[src/rtl/spi_pkg.sv]
// spi_pkg: definitions shared by the SPI bus arbiter and its testbench.
//   arb_state_e      - arbiter FSM states (idle, owned by requester 0/1, gap)
//   TIMEOUT_CYC_DEF  - default maximum grant hold, in clk cycles (100 ms @ 10 MHz)
//   GAP_CYC_DEF      - default idle cycles forced between successive owners
//   SPI_BUSY_BIT     - bit of the SPI master read data that flags a transfer in flight
package spi_pkg;

    typedef enum logic [1:0] {
        ST_IDLE = 2'd0,
        ST_OWN0 = 2'd1,
        ST_OWN1 = 2'd2,
        ST_GAP  = 2'd3
    } arb_state_e;

    localparam int unsigned TIMEOUT_CYC_DEF = 1_000_000;
    localparam int unsigned GAP_CYC_DEF     = 2;
    localparam int unsigned SPI_BUSY_BIT    = 0;

    // One-hot vector for a two-requester index.
    function automatic logic [1:0] onehot2(input logic idx);
        return idx ? 2'b10 : 2'b01;
    endfunction

endpackage

[src/rtl/arb_timeout_cnt.sv]
// arb_timeout_cnt: grant-hold watchdog for the SPI arbiter.
//   clk_i      - system clock
//   reset_i    - synchronous active-high reset
//   clear_i    - zero the count (held while the bus is not owned)
//   enable_i   - count this cycle (bus owned)
//   limit_i    - hold limit in cycles
//   expired_o  - high during the owned cycle whose count reaches limit_i-1,
//                i.e. the limit_i-th owned cycle
module arb_timeout_cnt (
    input  logic        clk_i,
    input  logic        reset_i,
    input  logic        clear_i,
    input  logic        enable_i,
    input  logic [31:0] limit_i,
    output logic        expired_o
);

    logic [31:0] cnt_q;

    always_ff @(posedge clk_i) begin
        if (reset_i || clear_i) begin
            cnt_q <= '0;
        end else if (enable_i) begin
            cnt_q <= cnt_q + 32'd1;
        end
    end

    assign expired_o = enable_i && (cnt_q == limit_i - 32'd1);

endmodule

[src/rtl/spi_arbiter.sv]
// spi_arbiter: two-requester round-robin arbiter in front of one SPI master.
//   clk_i, reset_i          - clock, synchronous active-high reset
//   req_i[1:0]              - bus requests (bit 0 = CPU, bit 1 = sensor controller)
//   wr_i, reg_sel_i         - per-requester write strobe / register select
//   addr0_i/addr1_i         - per-requester address
//   data0_i/data1_i         - per-requester write data
//   gnt_o[1:0]              - registered one-hot grant
//   err_o[1:0]              - registered one-cycle timeout pulse
//   rdata_o                 - SPI read data forwarded to the owner only
//   spi_wr_o, spi_reg_sel_o,
//   spi_addr_o, spi_data_o  - owner's request forwarded to the SPI master
//   spi_rdata_i             - SPI master read data, bit SPI_BUSY_BIT = busy
// A grant is held for at most TIMEOUT_CYC cycles; a timed-out requester gets
// err_o in the following cycle and stays ineligible until it drops req_i.
// Every hand-over passes through at least GAP_CYC idle cycles and waits for
// the SPI master to go non-busy.
module spi_arbiter
    import spi_pkg::*;
#(
    parameter int unsigned TIMEOUT_CYC = TIMEOUT_CYC_DEF,
    parameter int unsigned GAP_CYC     = GAP_CYC_DEF
) (
    input  logic        clk_i,
    input  logic        reset_i,
    input  logic [1:0]  req_i,
    input  logic [1:0]  wr_i,
    input  logic [1:0]  reg_sel_i,
    input  logic [9:0]  addr0_i,
    input  logic [9:0]  addr1_i,
    input  logic [31:0] data0_i,
    input  logic [31:0] data1_i,
    output logic [1:0]  gnt_o,
    output logic [1:0]  err_o,
    output logic [31:0] rdata_o,
    output logic        spi_wr_o,
    output logic        spi_reg_sel_o,
    output logic [9:0]  spi_addr_o,
    output logic [31:0] spi_data_o,
    input  logic [31:0] spi_rdata_i
);

    // Last gap_q value of the minimum gap; a zero/one gap still lasts one cycle.
    localparam logic [31:0] GAP_LAST = (GAP_CYC > 1) ? 32'(GAP_CYC - 1) : 32'd0;

    arb_state_e  state_q;
    logic        ptr_q;
    logic [1:0]  mask_q;
    logic [1:0]  gnt_q;
    logic [1:0]  err_q;
    logic [31:0] gap_q;

    logic        owned;
    logic        owner;
    logic        own_req;
    logic        expired;
    logic        timeout_hit;
    logic        gap_done;
    logic        busy;
    logic        pick1;
    logic [1:0]  eligible;
    logic [1:0]  mask_set;

    always_comb begin
        owned       = (state_q == ST_OWN0) || (state_q == ST_OWN1);
        owner       = (state_q == ST_OWN1);
        own_req     = owned && req_i[owner];
        eligible    = req_i & ~mask_q;
        // Requester 1 wins when it is the only one eligible or the pointer favours it.
        pick1       = eligible[1] && (!eligible[0] || ptr_q);
        // A release in the expiring cycle takes precedence over the timeout.
        timeout_hit = own_req && expired;
        mask_set    = timeout_hit ? onehot2(owner) : 2'b00;
        busy        = spi_rdata_i[SPI_BUSY_BIT];
        gap_done    = (gap_q >= GAP_LAST);
    end

    arb_timeout_cnt u_timeout (
        .clk_i     (clk_i),
        .reset_i   (reset_i),
        .clear_i   (!owned),
        .enable_i  (owned),
        .limit_i   (32'(TIMEOUT_CYC)),
        .expired_o (expired)
    );

    always_ff @(posedge clk_i) begin
        if (reset_i) begin
            state_q <= ST_IDLE;
            ptr_q   <= 1'b0;
            mask_q  <= 2'b00;
            gnt_q   <= 2'b00;
            err_q   <= 2'b00;
            gap_q   <= '0;
        end else begin
            // A mask clears once its requester has been seen low for a cycle.
            mask_q <= (mask_q & req_i) | mask_set;
            err_q  <= mask_set;
            case (state_q)
                ST_IDLE: begin
                    if (|eligible) begin
                        state_q <= pick1 ? ST_OWN1 : ST_OWN0;
                        gnt_q   <= onehot2(pick1);
                    end
                end
                ST_OWN0, ST_OWN1: begin
                    if (!own_req || timeout_hit) begin
                        state_q <= ST_GAP;
                        gnt_q   <= 2'b00;
                        ptr_q   <= !owner;
                        gap_q   <= '0;
                    end
                end
                ST_GAP: begin
                    // Past the minimum gap, leave only when the SPI master is idle.
                    if (gap_done) begin
                        if (!busy) begin
                            state_q <= ST_IDLE;
                        end
                    end else begin
                        gap_q <= gap_q + 32'd1;
                    end
                end
                default: state_q <= ST_IDLE;
            endcase
        end
    end

    always_comb begin
        gnt_o         = gnt_q;
        err_o         = err_q;
        spi_wr_o      = 1'b0;
        spi_reg_sel_o = 1'b0;
        spi_addr_o    = '0;
        spi_data_o    = '0;
        rdata_o       = '0;
        if (owned) begin
            // A strobe coinciding with the request drop is not forwarded.
            spi_wr_o      = wr_i[owner] && req_i[owner];
            spi_reg_sel_o = reg_sel_i[owner];
            spi_addr_o    = owner ? addr1_i : addr0_i;
            spi_data_o    = owner ? data1_i : data0_i;
            rdata_o       = spi_rdata_i;
        end
    end

endmodule

[config.mk]
export PLATFORM = sky130hd
export DESIGN_NAME = spi_arbiter
export DESIGN_NICKNAME = d
export VERILOG_FILES = /design/src/rtl/spi_pkg.sv /design/src/rtl/arb_timeout_cnt.sv /design/src/rtl/spi_arbiter.sv
export SDC_FILE = /design/constraint.sdc
export NUM_CORES = 1
export LEC_CHECK = 0
export BUFFER_PORTS_ARGS = -buffer_cell sky130_fd_sc_hd__buf_2
export CAP_MARGIN = 20
export CORE_ASPECT_RATIO = 0.6
export CORE_MARGIN = 1
export CORE_UTILIZATION = 30
export DETAILED_ROUTE_END_ITERATION = 12
export SETUP_SLACK_MARGIN = 0.15
export SLEW_MARGIN = 10
export SYNTH_ARGS = -nofsm -noshare
export SYNTH_HDL_FRONTEND = slang
export SYNTH_HIERARCHICAL = 1
export SYNTH_SLANG_ARGS = --single-unit
[constraint.sdc]
create_clock -name clk_i -period 3.48 [get_ports clk_i]
set_input_delay 0.174 -clock clk_i [delete_from_list [all_inputs] [get_ports clk_i]]
set_output_delay 0.174 -clock clk_i [all_outputs]
set_load 0.005 [all_outputs]
### Word level (Yosys, flattened, before mapping)

Index checks and enable logic that the tools add are counted.

| word-level totals | value |
|---|---|
| output and inout port bits | 80 |
| logic and storage cells | 72 |
| flip-flop bits (word level) | 73 |

| operators by class | value |
|---|---|
| add/subtract/negate cells | 2 |
| bitwise gates (word level) | 4 |
| mux-type cells | 26 |
| reductions and logical operators | 22 |
| eq/ne operators | 9 |
| $lt $le $gt $ge | 2 |

Operators by type and width:

| cell | number |
|---|---|
| 32-bit 2-to-1 mux | 5 |
| 32-bit by 1-bit adder with 32-bit output, second input constant | 2 |
| 32-bit one-hot mux with 2 select lines | 1 |
| 32-bit by 20-bit equality test with 1-bit output, second input constant | 1 |
| 32-bit by 1-bit greater-or-equal comparator with 1-bit output, second input constant | 1 |
| 10-bit 2-to-1 mux | 2 |
| 2-bit 2-to-1 mux | 8 |
| 2-bit != test, second input constant | 5 |
| 1-bit 2-to-1 mux | 8 |
| 2-bit one-hot mux with 3 select lines | 1 |
| 3-bit AND reduction | 2 |
| 1-bit logical AND | 5 |
| 2-bit bitwise AND | 2 |
| 2-bit equality test, second input constant | 2 |
| 1-bit zero test | 4 |
| 1-bit logical OR | 4 |
| 2-bit one-hot mux with 2 select lines | 1 |
| 4-bit AND reduction | 1 |
| 2-bit nonzero test | 2 |
| 2-bit OR reduction | 2 |
| 2-bit by 1-bit equality test with 1-bit output, second input constant | 1 |
| 2-bit zero test | 1 |
| 1-bit by 2-bit less-than comparator with 1-bit output, second input constant | 1 |
| 2-bit inverter | 1 |
| other kinds (2) | 2 |

### Logic depth before layout (Yosys ltp)

| depth | value |
|---|---|
| depth after elaboration | 8 |
| gate-level depth with buffers | 14 |
| gate-level depth less buffers | 14 |

### By module

The synthesis kept the hierarchy.

Modules (own cells, without submodules):

| module | area an instance (sq um) | cells an instance | sequential area each (sq um) | times used |
|---|---|---|---|---|
| arb_timeout_cnt | 2,522.4 | 319 | 640.6 | 1 |
| spi_arbiter | 2,398.6 | 283 | 820.8 | 1 |

### Worst setup path after synthesis

No wires, ideal clock.

| path | value |
|---|---|
| path kind | reg-to-reg |
| from | reg state_q[0] |
| to | reg gap_q[0] |
| setup slack | 0.231 ns |
| required time | 3.346 ns |
| setup time | 0.134 ns |
| cell stages (with the launch flop) | 14 |
| path buffers | 1 |
| data arrival time | 3.115 ns |
| path through | dfxtp_1 inv_1 ha_1 clkbuf_1 nand3_1 nor4b_1 o2111ai_1 or4_1 nor4b_2 nand2b_1 or2_2 nor4b_1 nand3b_1 a21oi_1 |

| on the way | value |
|---|---|
| elaborated cells between the ends (all ways) | 17 |
| classes of those cells | eq/ne (5); mux (3); reduce/logical (9) |

RTL lines:

| item | line | RTL |
|---|---|---|
| from (decl) | spi_arbiter.sv:45 | `arb_state_e state_q;` |
| from (signal assigned) | spi_arbiter.sv:101 | `state_q <= pick1 ? ST_OWN1 : ST_OWN0;` |
| 2-bit by 1-bit equality test with 1-bit output / 2-bit equality test (equally long branches) | spi_arbiter.sv:64 | `owned = (state_q == ST_OWN0) \|\| (state_q == ST_OWN1);` |
| 1-bit logical OR (*) | spi_arbiter.sv:64 |  |
| named net owned | spi_arbiter.sv:52 | `logic owned;` |
| 1-bit logical AND (*) | arb_timeout_cnt.sv:28 | `assign expired_o = enable_i && (cnt_q == limit_i - 32'd1);` |
| named net expired | spi_arbiter.sv:55 | `logic expired;` |
| 1-bit logical AND (*) | spi_arbiter.sv:71 | `timeout_hit = own_req && expired;` |
| 1-bit logical OR (*) | spi_arbiter.sv:106 | `if (!own_req \|\| timeout_hit) begin` |
| 2-bit != test (no source line) (*) | -- |  |
| 3-bit AND reduction (no source line) (*) | -- |  |
| to (signal assigned) | spi_arbiter.sv:120 | `gap_q <= gap_q + 32'd1;` |
| to (decl) | spi_arbiter.sv:50 | `logic [31:0] gap_q;` |

Mark *: on every way through the listed nets, which the timed path passes. The rest lies on a longest branch. The select of a mux whose other input is x is not followed.
A chain may end at the register's enable or synchronous reset.

### Worst setup path after layout

| path | value |
|---|---|
| from | reg u_timeout.cnt_q[10] |
| to | reg gap_q[3] |

| on the way | value |
|---|---|
| cells in the longest elaborated chain, start to end | 6 |

Ends and longest elaborated chain:

| item | line | RTL |
|---|---|---|
| from (decl) | arb_timeout_cnt.sv:18 | `logic [31:0] cnt_q;` |
| from (signal assigned) | arb_timeout_cnt.sv:24 | `cnt_q <= cnt_q + 32'd1;` |
| 32-bit by 20-bit equality test with 1-bit output | arb_timeout_cnt.sv:28 |  |
| 1-bit logical AND | arb_timeout_cnt.sv:28 |  |
| named net expired | spi_arbiter.sv:55 |  |
| 1-bit logical AND | spi_arbiter.sv:71 |  |
| 1-bit logical OR | spi_arbiter.sv:106 |  |
| 2-bit != test (no source line) | -- |  |
| 3-bit AND reduction (no source line) | -- |  |

The timed path passes the listed nets, and every way through them passes these cells.

==> metrics.txt <==
number of synthesized flops with an enable pin 0; WL/cell roughly 12 um; delay contributed by the slowest stage of the critical path 0.54 ns; Final Critical Period 3.21 ns; vias after detailed routing 4754; wire length the detailed router placed on met1 7.48 mm; Achievable Freq 312 MHz; fin. max-slew vios 0; clock tree buffer depth 2; Die Outline Area 0.0169 mm2; Clock Sinks 73; crit path max fanout 18; via count of the first global-routing pass 3904; worst voltage drop across the vdd grid between 200 and 300 uV; top area cells in the synthesized netlist sky130_fd_sc_hd__dfxtp_1 (30%), sky130_fd_sc_hd__mux2i_1 (10%), sky130_fd_sc_hd__and2_1 (7.8%); Rel. slew slack slightly below 50%; final clock skew approximately 0.0076 ns; Worst EP required 3.71 ns; wire length of the first global-routing pass 20.1 mm; area of combinational cells with multiple inputs 0.00379 mm2; post-synthesis cell type count 72; initial antenna violation count 0; cell area after synthesis 0.00492 mm2; fraction of final layout cells sized beyond drive strength 1 28.6%; crit path DAT 3.44 ns; FF+latch count, synth 73; Core Region 0.0157 mm2; final setup violating endpoints 0; antenna diode count 0; mean area per synthesized cell 8.17 um2; level count of the clock H-tree 3; Area Growth Syn to Fin 41.9%; detailed-route vias per instance 4.20; setup repair after global routing missed its margin yes; number of search-and-repair iterations in the first detailed-routing pass 5; insertion delay of the later-clocked pin in the worst-skew pair 0.34 ns; Die Span Y 101 um; Async SR Flop Fraction 0%; First DRT Iteration DRCs between 150 and 200; type of origin of the critical path flip-flop; clock tree root buffer cell sky130_fd_sc_hd__clkbuf_16; post-synthesis cell type with the largest combined area sky130_fd_sc_hd__dfxtp_1; Power per Cell Area 535 mW/mm2; number of buffers created by CTS 9; instance count of the mapped netlist 602; overall die width 167 um; placed wire-length estimate 10.5 mm; post-route setup TNS 0 ns; initial core utilization 31.4%; count of unresolved DRC violations after routing 0; Clk pin slew, worst setup/hold paths roughly 0.060 ns; ratio of final minimum period to clock period 92.1%; top_reg_cell synth sky130_fd_sc_hd__dfxtp_1; overall power consumption 3.74 mW; hold violation count in the final report 0; highest metal used met4; Final #Nets 1057; length of routed met3 wiring 481 um; grt total ovfl 0; Detailed Route WL roughly 13 mm; sequential cell area fraction in the yosys report 29.7%; element type at the critical path end flip-flop; leak pwr 3.22 nW; run status completed; Hold Path Class primary input to flip-flop; FP Rows 35; cells traversed along the worst timing path xnor2_2 > nand2_1 > o21ai_0 > a31oi_1 > or4_1 > or4_4 > nor4b_4 > nor2_1 > or3_1 > nor2b_1 > buf_4 > and2_2; transition time at the pin with the least slew margin ~0.76 ns; reported max-cap violation count 0; met2 wire length around 5.0 mm; routability-driven placement congestion ratio approximately 0.81; portion of synthesized cell area occupied by the leading cell type 29.7%; standard cell with the maximum stage delay on the critical path sky130_fd_sc_hd__or4_4; CTS tree done; Post-CTS Hold Buffers 0; critical path start-end classification flip-flop to flip-flop; count of boundary I/O pins approximately 200; most common cell after layout, fill and taps aside sky130_fd_sc_hd__buf_2; pin count of the biggest net entering global routing 48; most frequent cells in the layout sky130_fd_sc_hd__buf_2 (203), sky130_fd_sc_hd__conb_1 (126), sky130_fd_sc_hd__nor2_1 (93); global-route usage over all layers 14.8%; input/output buffers 203; total of warnings raised by yosys 6; post-route ant nets 0; FILL cells around 1600; register area 0.00146 mm2
-- logic make-up (layout without fill, tap and decap cells) --
group | count (synthesis) | after routing | synth area share, %
simple gates | 306 | 306 | 34.8
flops | 73 | 73 | 29.7
xor+xnor | 65 | 65 | 11.6
compound gates | 57 | 57 | 8.19
mux | 49 | 49 | 9.97
buf+inv | 42 | 246 | 3.64
fa+ha+maj | 8 | 8 | 2.03
other cells | 2 | 126 | 0.153
-- through the flow --
stage          cells  cell area (um2)  utilization (%)  hold WS, ns  setup slack (ns)
6_report        1133             6980             44.5        0.102             0.273
4_1_cts         1132             6960             44.4       0.0926             0.191
3_3_place_gp    1116             6630             42.3        0.444             0.208
5_1_grt         1133             6980             44.5        0.100             0.102
3_5_place_dp    1116             6630             42.3        0.447             0.104
2_1_floorplan    726             5390                -        0.310             0.231
-- synthesized netlist by cell type, types with 3 or more instances --
library cell / count
sky130_fd_sc_hd__nor4_2: 4
sky130_fd_sc_hd__ha_1: 8
sky130_fd_sc_hd__nand2b_1: 4
sky130_fd_sc_hd__nor4_1: 10
sky130_fd_sc_hd__xnor2_1: 30
sky130_fd_sc_hd__and3_1: 8
sky130_fd_sc_hd__or2_2: 3
sky130_fd_sc_hd__nor3_1: 13
sky130_fd_sc_hd__buf_2: 8
sky130_fd_sc_hd__clkbuf_1: 17
sky130_fd_sc_hd__nor2_1: 93
sky130_fd_sc_hd__mux2i_1: 49
sky130_fd_sc_hd__nand3_1: 19
sky130_fd_sc_hd__nor2b_1: 4
sky130_fd_sc_hd__a21oi_1: 15
sky130_fd_sc_hd__dfxtp_1: 73
sky130_fd_sc_hd__nor4b_1: 3
sky130_fd_sc_hd__nand2_1: 30
sky130_fd_sc_hd__or3_1: 10
sky130_fd_sc_hd__nand4_1: 12
sky130_fd_sc_hd__xor2_1: 35
sky130_fd_sc_hd__nor4b_2: 3
sky130_fd_sc_hd__inv_1: 13
sky130_fd_sc_hd__nand3b_1: 6
sky130_fd_sc_hd__a31oi_1: 4
sky130_fd_sc_hd__o21ai_0: 12
sky130_fd_sc_hd__and2_1: 61
-- power by group --
group / internal, mW / switching (mW) / leakage (nW)
Sequential: 0.869 / 0.0254 / 0.589
Combinational: 0.844 / 1.04 / 2.48
Clock: 0.570 / 0.390 / 0.149
-- final timing paths --
| kind | start | cells after the start | slack (ns) | endpoint |
|---|---|---|---|---|
| max | u_timeout/cnt_q[10] | 12 | 0.27 | gap_q[3] |
| min | req_i[0] | 3 | 0.10 | mask_q[0] |
| max reg2reg | u_timeout/cnt_q[10] | 12 | 0.27 | gap_q[3] |
| min reg2reg | mask_q[0] | 2 | 0.46 | mask_q[0] |
-- flip-flops by register name (all words and copies together), names as in the netlist --
name and cells:
gap_q 32, u_timeout/cnt_q 32, err_o 2, gnt_o 2
mask_q 2, state_q 2, ptr_q 1
-- worst max-delay path, delay by kind of cell (launching register included) --
| kind | cells | cell delay (ns) |
|---|---|---|
| simple gates | 8 | 2.22 |
| flops | 1 | 0.35 |
| xor+xnor | 1 | 0.20 |
| buf+inv | 1 | 0.20 |
| compound gates | 2 | 0.13 |
-- per-layer routing --
layer / GRT usage, % / vias to the layer above
met5: 0 / -
met4: 3.39 / 0
met3: 3.01 / 7
met2: 18.0 / 90
met1: 24.7 / 2052
li1: - / 2605
-- area by class of cell --
cell class                      instances  area share [%]
Clock buffer                            9            3.23
Clock inverter                          7            1.20
Timing Repair Buffer                  217            16.1
Multi-Input combinational cell        611            54.2
Sequential cell                        73            20.9
Inverter                               13           0.699
Tap cell                              203            3.64
-- what timing repair did --
item	4_1_cts	5_1_grt
cloned	0	0
setup buffers	0	1
gates resized for setup	3	3
endpoints found under the setup margin	20	36
pin swaps	0	1
No activity file was read; power rests on OpenSTA's default activity.
